**src/rtl/accel_mag_requester.sv**
```systemverilog
// Accelerometer magnitude requester.
// Accepts one signed 3-axis sample, hands the saturated absolute values to an
// external magnitude engine, waits a bounded time for its answer and presents
// the result (or a timeout marker) on a valid/ready result port.
module accel_mag_requester #(
  parameter int TIMEOUT_CYCLES = 64
) (
  input  logic        clk,
  input  logic        reset_n,
  input  logic        s_valid,
  output logic        s_ready,
  input  logic [15:0] s_x,
  input  logic [15:0] s_y,
  input  logic [15:0] s_z,
  output logic        eng_start,
  output logic [15:0] eng_x,
  output logic [15:0] eng_y,
  output logic [15:0] eng_z,
  input  logic [15:0] eng_magnitude,
  input  logic        eng_valid,
  output logic        r_valid,
  input  logic        r_ready,
  output logic [15:0] r_magnitude,
  output logic [7:0]  r_seq,
  output logic        r_timeout,
  output logic [7:0]  timeout_count
);

  localparam logic [1:0] IDLE  = 2'd0;
  localparam logic [1:0] ISSUE = 2'd1;
  localparam logic [1:0] WAIT  = 2'd2;
  localparam logic [1:0] HOLD  = 2'd3;

  // Counter wide enough to hold TIMEOUT_CYCLES itself.
  localparam int              CW        = $clog2(TIMEOUT_CYCLES + 1);
  localparam logic [CW-1:0]   WAIT_LAST = CW'(TIMEOUT_CYCLES - 1);

  logic [1:0]    state_q, state_d;
  logic [CW-1:0] wait_cnt_q, wait_cnt_d;
  logic [7:0]    seq_q, seq_d;
  logic [15:0]   eng_x_q, eng_x_d;
  logic [15:0]   eng_y_q, eng_y_d;
  logic [15:0]   eng_z_q, eng_z_d;
  logic [15:0]   r_mag_q, r_mag_d;
  logic [7:0]    r_seq_q, r_seq_d;
  logic          r_timeout_q, r_timeout_d;
  logic [7:0]    to_cnt_q, to_cnt_d;
  logic          accept;

  // Absolute value; -32768 has no positive twin so it clamps to 32767.
  function automatic logic [15:0] absSat(input logic [15:0] v);
    if (v == 16'h8000) begin
      return 16'h7FFF;
    end else if (v[15]) begin
      return 16'h0000 - v;
    end else begin
      return v;
    end
  endfunction

  // Ready is withheld while reset is asserted so nothing is accepted then.
  assign s_ready       = (state_q == IDLE) && reset_n;
  assign accept        = s_valid && s_ready;
  assign eng_start     = (state_q == ISSUE);
  assign r_valid       = (state_q == HOLD);
  assign eng_x         = eng_x_q;
  assign eng_y         = eng_y_q;
  assign eng_z         = eng_z_q;
  assign r_magnitude   = r_mag_q;
  assign r_seq         = r_seq_q;
  assign r_timeout     = r_timeout_q;
  assign timeout_count = to_cnt_q;

  // Next-state logic: engine result is only looked at in WAIT, and a result
  // arriving on the last allowed cycle wins over the timeout.
  always_comb begin
    state_d     = state_q;
    wait_cnt_d  = wait_cnt_q;
    seq_d       = seq_q;
    eng_x_d     = eng_x_q;
    eng_y_d     = eng_y_q;
    eng_z_d     = eng_z_q;
    r_mag_d     = r_mag_q;
    r_seq_d     = r_seq_q;
    r_timeout_d = r_timeout_q;
    to_cnt_d    = to_cnt_q;
    case (state_q)
      IDLE: begin
        if (accept) begin
          state_d = ISSUE;
          eng_x_d = absSat(s_x);
          eng_y_d = absSat(s_y);
          eng_z_d = absSat(s_z);
          r_seq_d = seq_q;
          seq_d   = seq_q + 8'd1;
        end
      end
      ISSUE: begin
        state_d    = WAIT;
        wait_cnt_d = '0;
      end
      WAIT: begin
        if (eng_valid) begin
          r_mag_d     = eng_magnitude;
          r_timeout_d = 1'b0;
          state_d     = HOLD;
        end else if (wait_cnt_q == WAIT_LAST) begin
          wait_cnt_d  = wait_cnt_q + CW'(1);
          r_mag_d     = 16'hFFFF;
          r_timeout_d = 1'b1;
          if (to_cnt_q != 8'hFF) begin
            to_cnt_d = to_cnt_q + 8'd1;
          end
          state_d     = HOLD;
        end else begin
          wait_cnt_d = wait_cnt_q + CW'(1);
        end
      end
      HOLD: begin
        if (r_ready) begin
          state_d = IDLE;
        end
      end
      default: begin
        state_d = IDLE;
      end
    endcase
  end

  // State registers with synchronous active-low reset.
  always_ff @(posedge clk) begin
    if (!reset_n) begin
      state_q     <= IDLE;
      wait_cnt_q  <= '0;
      seq_q       <= 8'd0;
      eng_x_q     <= 16'd0;
      eng_y_q     <= 16'd0;
      eng_z_q     <= 16'd0;
      r_mag_q     <= 16'd0;
      r_seq_q     <= 8'd0;
      r_timeout_q <= 1'b0;
      to_cnt_q    <= 8'd0;
    end else begin
      state_q     <= state_d;
      wait_cnt_q  <= wait_cnt_d;
      seq_q       <= seq_d;
      eng_x_q     <= eng_x_d;
      eng_y_q     <= eng_y_d;
      eng_z_q     <= eng_z_d;
      r_mag_q     <= r_mag_d;
      r_seq_q     <= r_seq_d;
      r_timeout_q <= r_timeout_d;
      to_cnt_q    <= to_cnt_d;
    end
  end

endmodule

```
**config.mk**
```make
export PLATFORM = sky130hd
export DESIGN_NAME = accel_mag_requester
export DESIGN_NICKNAME = d
export VERILOG_FILES = /design/src/rtl/accel_mag_requester.sv
export SDC_FILE = /design/constraint.sdc
export NUM_CORES = 1
export LEC_CHECK = 0
export BUFFER_PORTS_ARGS = -buffer_cell sky130_fd_sc_hd__buf_2
export CAP_MARGIN = 20
export CORE_UTILIZATION = 46
export CTS_CLUSTER_DIAMETER = 100
export DETAILED_ROUTE_END_ITERATION = 8
export PLACE_DENSITY = 0.79
export SYNTH_ARGS = -nofsm -noshare
export SYNTH_HDL_FRONTEND = slang
export SYNTH_SLANG_ARGS = --single-unit
export TNS_END_PERCENT = 5
```
**constraint.sdc**
```tcl
create_clock -name clk -period 1.99 [get_ports clk]
set_input_delay 0.2985 -clock clk [delete_from_list [all_inputs] [get_ports clk]]
set_output_delay 0.2985 -clock clk [all_outputs]
set_load 0.05 [all_outputs]
```
==> key figures, run 1 <==
Run status
  • Status: finished, final reports clean

Worst setup path
  • CP peak stage delay: 0.38 ns
  • Critical-path cell list: inv_1 -> ha_1 -> nand2b_1 -> nor4_4 -> nand2_2 -> or3_1 -> a21oi_1
  • Largest fanout on the critical path: 8
  • Worst EP arrival: 2.18 ns
  • Crit path capture type: flop
  • Critical Path RT: 2.27 ns
  • Delay-heaviest family, CP: simple AND/OR/NAND/NOR gates
  • WP buf/inv: 1
  • Critical Path Start Type: flop
  • Slowest cell on crit path: or3_1
  • Kind of critical path: flop to flop

Floorplanning
  • I/O pin cnt: 153
  • Core ar.: 0.00982 mm^2
  • Die area: 0.0106 mm^2
  • Die height: 103 um
  • Initial core utilization: 0.477
  • Cell row count: 36
  • Die W: 103 um

GRT
  • Gr usage total: 0.230
  • Total gr overflow: 0
  • Largest net degree at the start of global routing: 45
  • First-pass GRT wire length: 19200 um
  • Vias in the first global route: 4262
  • Initial antenna violation count: 0

Timing
  • Clock Skews: 0.0104 ns
  • Max Freq: 0.529 GHz
  • Fin crit period: 1.89 ns
  • Hold slack final: 0.225 ns
  • Worst-margin pin slew: 0.663 ns
  • Slew Viols, Final: 0
  • RSZ-0062 raised after global routing: true
  • Final period util: 0.951
  • Final count of negative-setup-slack endpoints: 0
  • Slew margin rel.: 0.552
  • Final Hold Vio Count: 0

Clock tree
  • Post-CTS Hold Buffers: 0
  • Max clock buf depth: 2
  • CTS Buf Count: 9
  • CTS HTree Levels: 3
  • Number of setup buffers added after CTS: 0
  • CTS Sinks: 98
  • Clk pin slew, worst setup/hold paths: 0.09 ns
  • Root Buffer: clkbuf_8
  • CTS tree: built
  • Worst-skew pair later-pin latency: 0.34 ns

Power and ir drop
  • PwrDens: 1190 mW/mm^2
  • Worst IR drop on VDD: 0.772 mV
  • Leak: 2.63 nW

Synthesis
  • Net Count, Synth: 622
  • Syn. warnings: 0
  • Post-synth EDFFs: 0
  • Synth area leader: dfxtp_1
  • Post-synth top cells: dfxtp_1, o21ai_0, a21oi_1
  • Seq/Total Area, Yosys: 0.419
  • Syn avg cell area: 8.65 um^2
  • Netlist cell types: 50
  • Netlist Area Pre-Place: 0.00469 mm^2
  • Most common cell in the netlist: dfxtp_1
  • Share of the synthesized area in the top cell type: 0.419
  • Area contributors post-synth: dfxtp_1, o21ai_0, a21oi_1
  • Cells after synthesis: 542
  • FF+latch count, synth: 98
  • Main flop type after synthesis: dfxtp_1
  • Post-synth ARST share: 0

Final layout
  • Synthesis-to-finish area growth: 29.1%
  • Fill count: 898
  • Share of post-route cells with drive strength above 1: 0.337
  • Final #Nets: 791
  • Non-Filler Instances: 849
  • Post-route cell area: 0.00605 mm^2
  • Number of diodes: 0

Placed design
  • Final HPWL DP: 9190 um
  • Post-DP Area: 0.00578 mm^2
  • Port Buffer Count: 152
  • Dpl cells: 833
  • RePlAce Congestion: 0.889

Routing
  • Post-DR wirelength/cell: 14.4 um
  • Antenna viol nets, final: 0
  • Total iterations of the first detailed-routing run: 4
  • Vias/cell: 5.48
  • Vias: 4651
  • Routed wire length: 12200 um
  • DRT iter0 DRCs: 125
  • DRC: 0

Worst hold path
  • Hold Crit Class: primary input to flop

Job
  • Max-cap viol count: 0
[cells by family after synthesis]
family	synth area share
AO/OA/AOI/OAI	0.233
AND/OR/NAND/NOR	0.186
multiplexers	0.0131
flip-flops	0.419
buffers and inverters	0.0374
adder cells (fa/ha/maj)	0.0294
XOR/XNOR	0.0822
[worst paths after layout]
kind,startpoint,end,slack [ns],depth (start not counted)
setup / recovery,state_q[0]$_SDFFE_PN0P_,timeout_count[3]$_SDFFE_PN0P_,0.1,7
hold / removal,eng_magnitude[0],r_magnitude[0]$_SDFFE_PN0P_,0.22,2
setup reg to reg,state_q[0]$_SDFFE_PN0P_,timeout_count[3]$_SDFFE_PN0P_,0.1,7
hold reg to reg,eng_x[15]$_SDFFE_PN0P_,eng_x[15]$_SDFFE_PN0P_,0.46,2
[per-layer routing]
metal | share of wire | GRT usage | vias up
met5 | 0 | 0 | -
met4 | 0.015 | 0.0834 | 0
met3 | 0.065 | 0.0495 | 21
met2 | 0.49 | 0.423 | 169
met1 | 0.43 | 0.260 | 2161
li1 | - | - | 2300
[cells in the final DEF, fill, tap and decap left out, types with 3 or more instances in the layout]
master / n
a21oi_1: 50
a31oi_1: 3
and2_1: 3
and3_1: 3
buf_2: 152
buf_4: 34
clkbuf_8: 13
dfxtp_1: 98
ha_1: 11
inv_1: 14
mux2i_1: 5
nand2_1: 34
nand2b_1: 7
nand3_1: 24
nand4_1: 7
nor2_1: 41
nor2b_1: 4
nor3_1: 6
nor4_1: 6
o21ai_0: 63
o221a_2: 16
o31ai_1: 10
o41ai_1: 8
or2_2: 5
or3_1: 10
or4_4: 4
xnor2_1: 19
xor2_1: 25
[state kept, by name, summed over array words and instances (netlist names)]
signal / count
seq_q: 8
eng_z: 16
eng_x: 16
r_magnitude: 16
eng_y: 16
timeout_count: 8
state_q: 2
wait_cnt_q: 7
r_seq: 8
r_timeout: 1
[repair_timing]
action	CTS	global route
endpoints found under the setup margin	7	32
resized for setup	1	7
pin swaps	0	1
[metrics by stage]
| step | TNS, ns | util | worst slack (ns) | total power, mW |
|---|---|---|---|---|
| global route | -0.0488 | 0.616 | -0.0357 | 7.65 |
| detailed placement | -0.488 | 0.588 | -0.100 | 5.75 |
| floorplan | 0 | - | 0.00873 | 4.87 |
| finish | 0 | 0.616 | 0.0985 | 7.22 |
| CTS | 0 | 0.614 | 0.00567 | 7.27 |
| global placement | -0.0810 | 0.588 | -0.0726 | 5.68 |
[where the power goes]
group          internal [mW]  switching [mW]
registers               2.36           0.210
logic                  0.846            2.31
clock network          0.849           0.652
total                   4.05            3.17
[area by class of cell]
class | count | area [um^2] | area share
Multi-Input combinational cell | 401 | 2590 | 0.428
Sequential cell | 98 | 1960 | 0.324
Timing Repair Buffer | 187 | 1040 | 0.171
Clock buffer | 13 | 179 | 0.0296
Tap cell | 133 | 166 | 0.0275
Clock inverter | 3 | 68.8 | 0.0114
Inverter | 14 | 52.6 | 0.00868
Note: power is estimated with default switching activity, not from simulation.
==> inputs of run 2 (changes only) <==
- CTS_BUF_LIST: not set -> sky130_fd_sc_hd__clkbuf_16
==> key figures, run 2 (same netlist as run 1, synthesis figures left out) <==
Run status
  • Status: finished, final reports clean

Worst setup path
  • Worst EP arrival: 2.09 ns (-0.09 ns)
  • Largest fanout on the critical path: 8 (unchanged)
  • R2r setup slk: 0.10 ns (about the same)
  • Slowest cell on crit path: dfxtp_1
  • WP buf/inv: 0 (-1)
  • Kind of critical path: flop to flop
  • Critical Path Start: wait_cnt_q[0]$_SDFFE_PN0P_
  • Crit path capture type: flop
  • Critical Path Start Type: flop
  • CP peak stage delay: 0.38 ns (about the same)
  • Delay-heaviest family, CP: simple AND/OR/NAND/NOR gates
  • Reg2reg start: wait_cnt_q[0]$_SDFFE_PN0P_
  • Critical-path cell list: ha_1 -> nand3_1 -> nor4_4 -> nand2_2 -> o311ai_1 -> o41ai_1
  • Critical Path RT: 2.19 ns (-0.08 ns)

Clock tree
  • Root Buffer: clkbuf_16
  • Max clock buf depth: 2 (unchanged)
  • Number of setup buffers added after CTS: 0 (unchanged)
  • Clk pin slew, worst setup/hold paths: 0.07 ns (-0.02 ns)
  • CTS HTree Levels: 3 (unchanged)
  • Worst-skew pair later-pin latency: 0.33 ns (about the same)
  • CTS tree: built
  • Post-CTS Hold Buffers: 0 (unchanged)
  • CTS Buf Count: 9 (unchanged)
  • CTS Sinks: 98 (unchanged)

Routing
  • Routed wire length: 12500 um (+1.8%)
  • Vias: 4623 (-0.60%)
  • DRC: 0 (unchanged)
  • Total iterations of the first detailed-routing run: 5 (+1)
  • DRT iter0 DRCs: 158 (+26%)
  • Antenna viol nets, final: 0 (unchanged)
  • Vias/cell: 5.45 (-0.60%)
  • Post-DR wirelength/cell: 14.7 um (+1.8%)

Floorplanning
  • I/O pin cnt: 153 (unchanged)
  • Cell row count: 36 (unchanged)
  • Die height: 103 um (unchanged)
  • Die W: 103 um (unchanged)
  • Initial core utilization: 0.477 (unchanged)
  • Core ar.: 0.00982 mm^2 (unchanged)
  • Die area: 0.0106 mm^2 (unchanged)

Timing
  • RSZ-0062 raised after global routing: false
  • Final period util: 0.949 (-0.00191)
  • Max Freq: 0.530 GHz (+0.20%)
  • Final Hold Vio Count: 0 (unchanged)
  • Fin crit period: 1.89 ns (-0.00379 ns)
  • Hold slack final: 0.242 ns (+0.0177 ns)
  • Slew Viols, Final: 0 (unchanged)
  • Final count of negative-setup-slack endpoints: 0 (unchanged)
  • Slew margin rel.: 0.580 (+0.0276)
  • Clock Skews: 0.00757 ns (-0.00283 ns)
  • Worst-margin pin slew: 0.622 ns (-0.0409 ns)
  • Worst Slack Setup Final: 0.102 ns (+0.00379 ns)

GRT
  • GR Util met3: 0.0590 (+0.00949)
  • Largest net degree at the start of global routing: 45 (unchanged)
  • Vias in the first global route: 4273 (+0.26%)
  • Total gr overflow: 0 (unchanged)
  • First-pass GRT wire length: 19500 um (+1.6%)
  • Initial antenna violation count: 0 (unchanged)
  • Most Crowded Layer GR: met2
  • Gr usage total: 0.235 (+0.00518)
  • Met1 Use GR: 0.266 (+0.00584)
  • Met2 Usage GRT: 0.431 (+0.00821)

Power and ir drop
  • Worst IR drop on VDD: 0.785 mV (+1.7%)
  • Total Power: 7.54 mW (+4.4%)
  • PwrDens: 1230 mW/mm^2 (+3.3%)
  • Leak: 2.65 nW (+0.89%)

Final layout
  • Non-Filler Instances: 849 (unchanged)
  • Commonest non-fill, non-tap cell in the layout: buf_2
  • Final #Nets: 791 (unchanged)
  • Synthesis-to-finish area growth: 30.4%
  • Most frequent cells in the layout: buf_2, dfxtp_1, o21ai_0, a21oi_1, nor2_1
  • Fin util: 0.623 (+0.00624)
  • Share of post-route cells with drive strength above 1: 0.331 (-0.00559)
  • Number of diodes: 0 (unchanged)

Job
  • Max-cap viol count: 0 (unchanged)

Placed design
  • Final HPWL DP: 9190 um (unchanged)
  • RePlAce Congestion: 0.889 (unchanged)
  • Port Buffer Count: 152 (unchanged)
  • Setup Slack @ Placement: -0.100 ns (unchanged)
  • Dpl cells: 833 (unchanged)

Worst hold path
  • Hold Crit Class: primary input to flop
  • Hold path startpoint: eng_magnitude[0]
## run 2: changes by cell type in the layout (fill, tap and decap cells not counted)
| cell | before | now |
|---|---|---|
| clkbuf_8 | 13 | 0 |
| clkinv_1 | 0 | 4 |
| clkbuf_16 | 0 | 9 |
## run 2: area by class of cell
type | count | area [um^2]
fill | 893 | 3710
multi-input combinational | 401 | 2590
sequential | 98 | 1960
timing repair buffer | 187 | 1040
clock buffer | 9 | 225
tap | 133 | 166
clock inverter | 7 | 83.8
inverter | 14 | 52.6
## run 2: worst paths after layout
| check | cells after the start | to |
|---|---|---|
| worst min-delay path | 2 | r_magnitude[0]$_SDFFE_PN0P_ |
| worst max-delay path | 6 | timeout_count[5]$_SDFFE_PN0P_ |
| worst min register to register | 2 | eng_x[15]$_SDFFE_PN0P_ |
| worst max register to register | 6 | timeout_count[5]$_SDFFE_PN0P_ |
## run 2: metrics by stage
step           setup TNS, ns  instance area, um^2
4_1_cts                    0                 6090
3_3_place_gp         -0.0810                 5780
2_1_floorplan              0                 4700
5_1_grt                    0                 6110
3_5_place_dp          -0.488                 5780
6_report                   0                 6110
## run 2: power by group
group	switching, mW	internal, mW
sequential	0.211	2.36
combinational	2.32	0.847
clock	0.715	1.09
## run 2: metal layers
layer | vias up | wire, um
met5 | - | 0
met4 | 0 | 179
met3 | 18 | 774
met2 | 155 | 6150
met1 | 2148 | 5340
li1 | 2302 | -
## run 2: repair_timing
| action | CTS | global route |
|---|---|---|
| endpoints found under the setup margin | 8 | 31 |
| pin swaps | 0 | 3 |
| gates resized for setup | 2 | 6 |
## run 2: worst register-to-register path, stage by stage, from the launching register on
cell      delay [ns]
dfxtp_1         0.38
ha_1            0.21
nand3_1         0.23
nor4_4          0.32
nand2_2         0.17
o311ai_1        0.32
o41ai_1         0.14
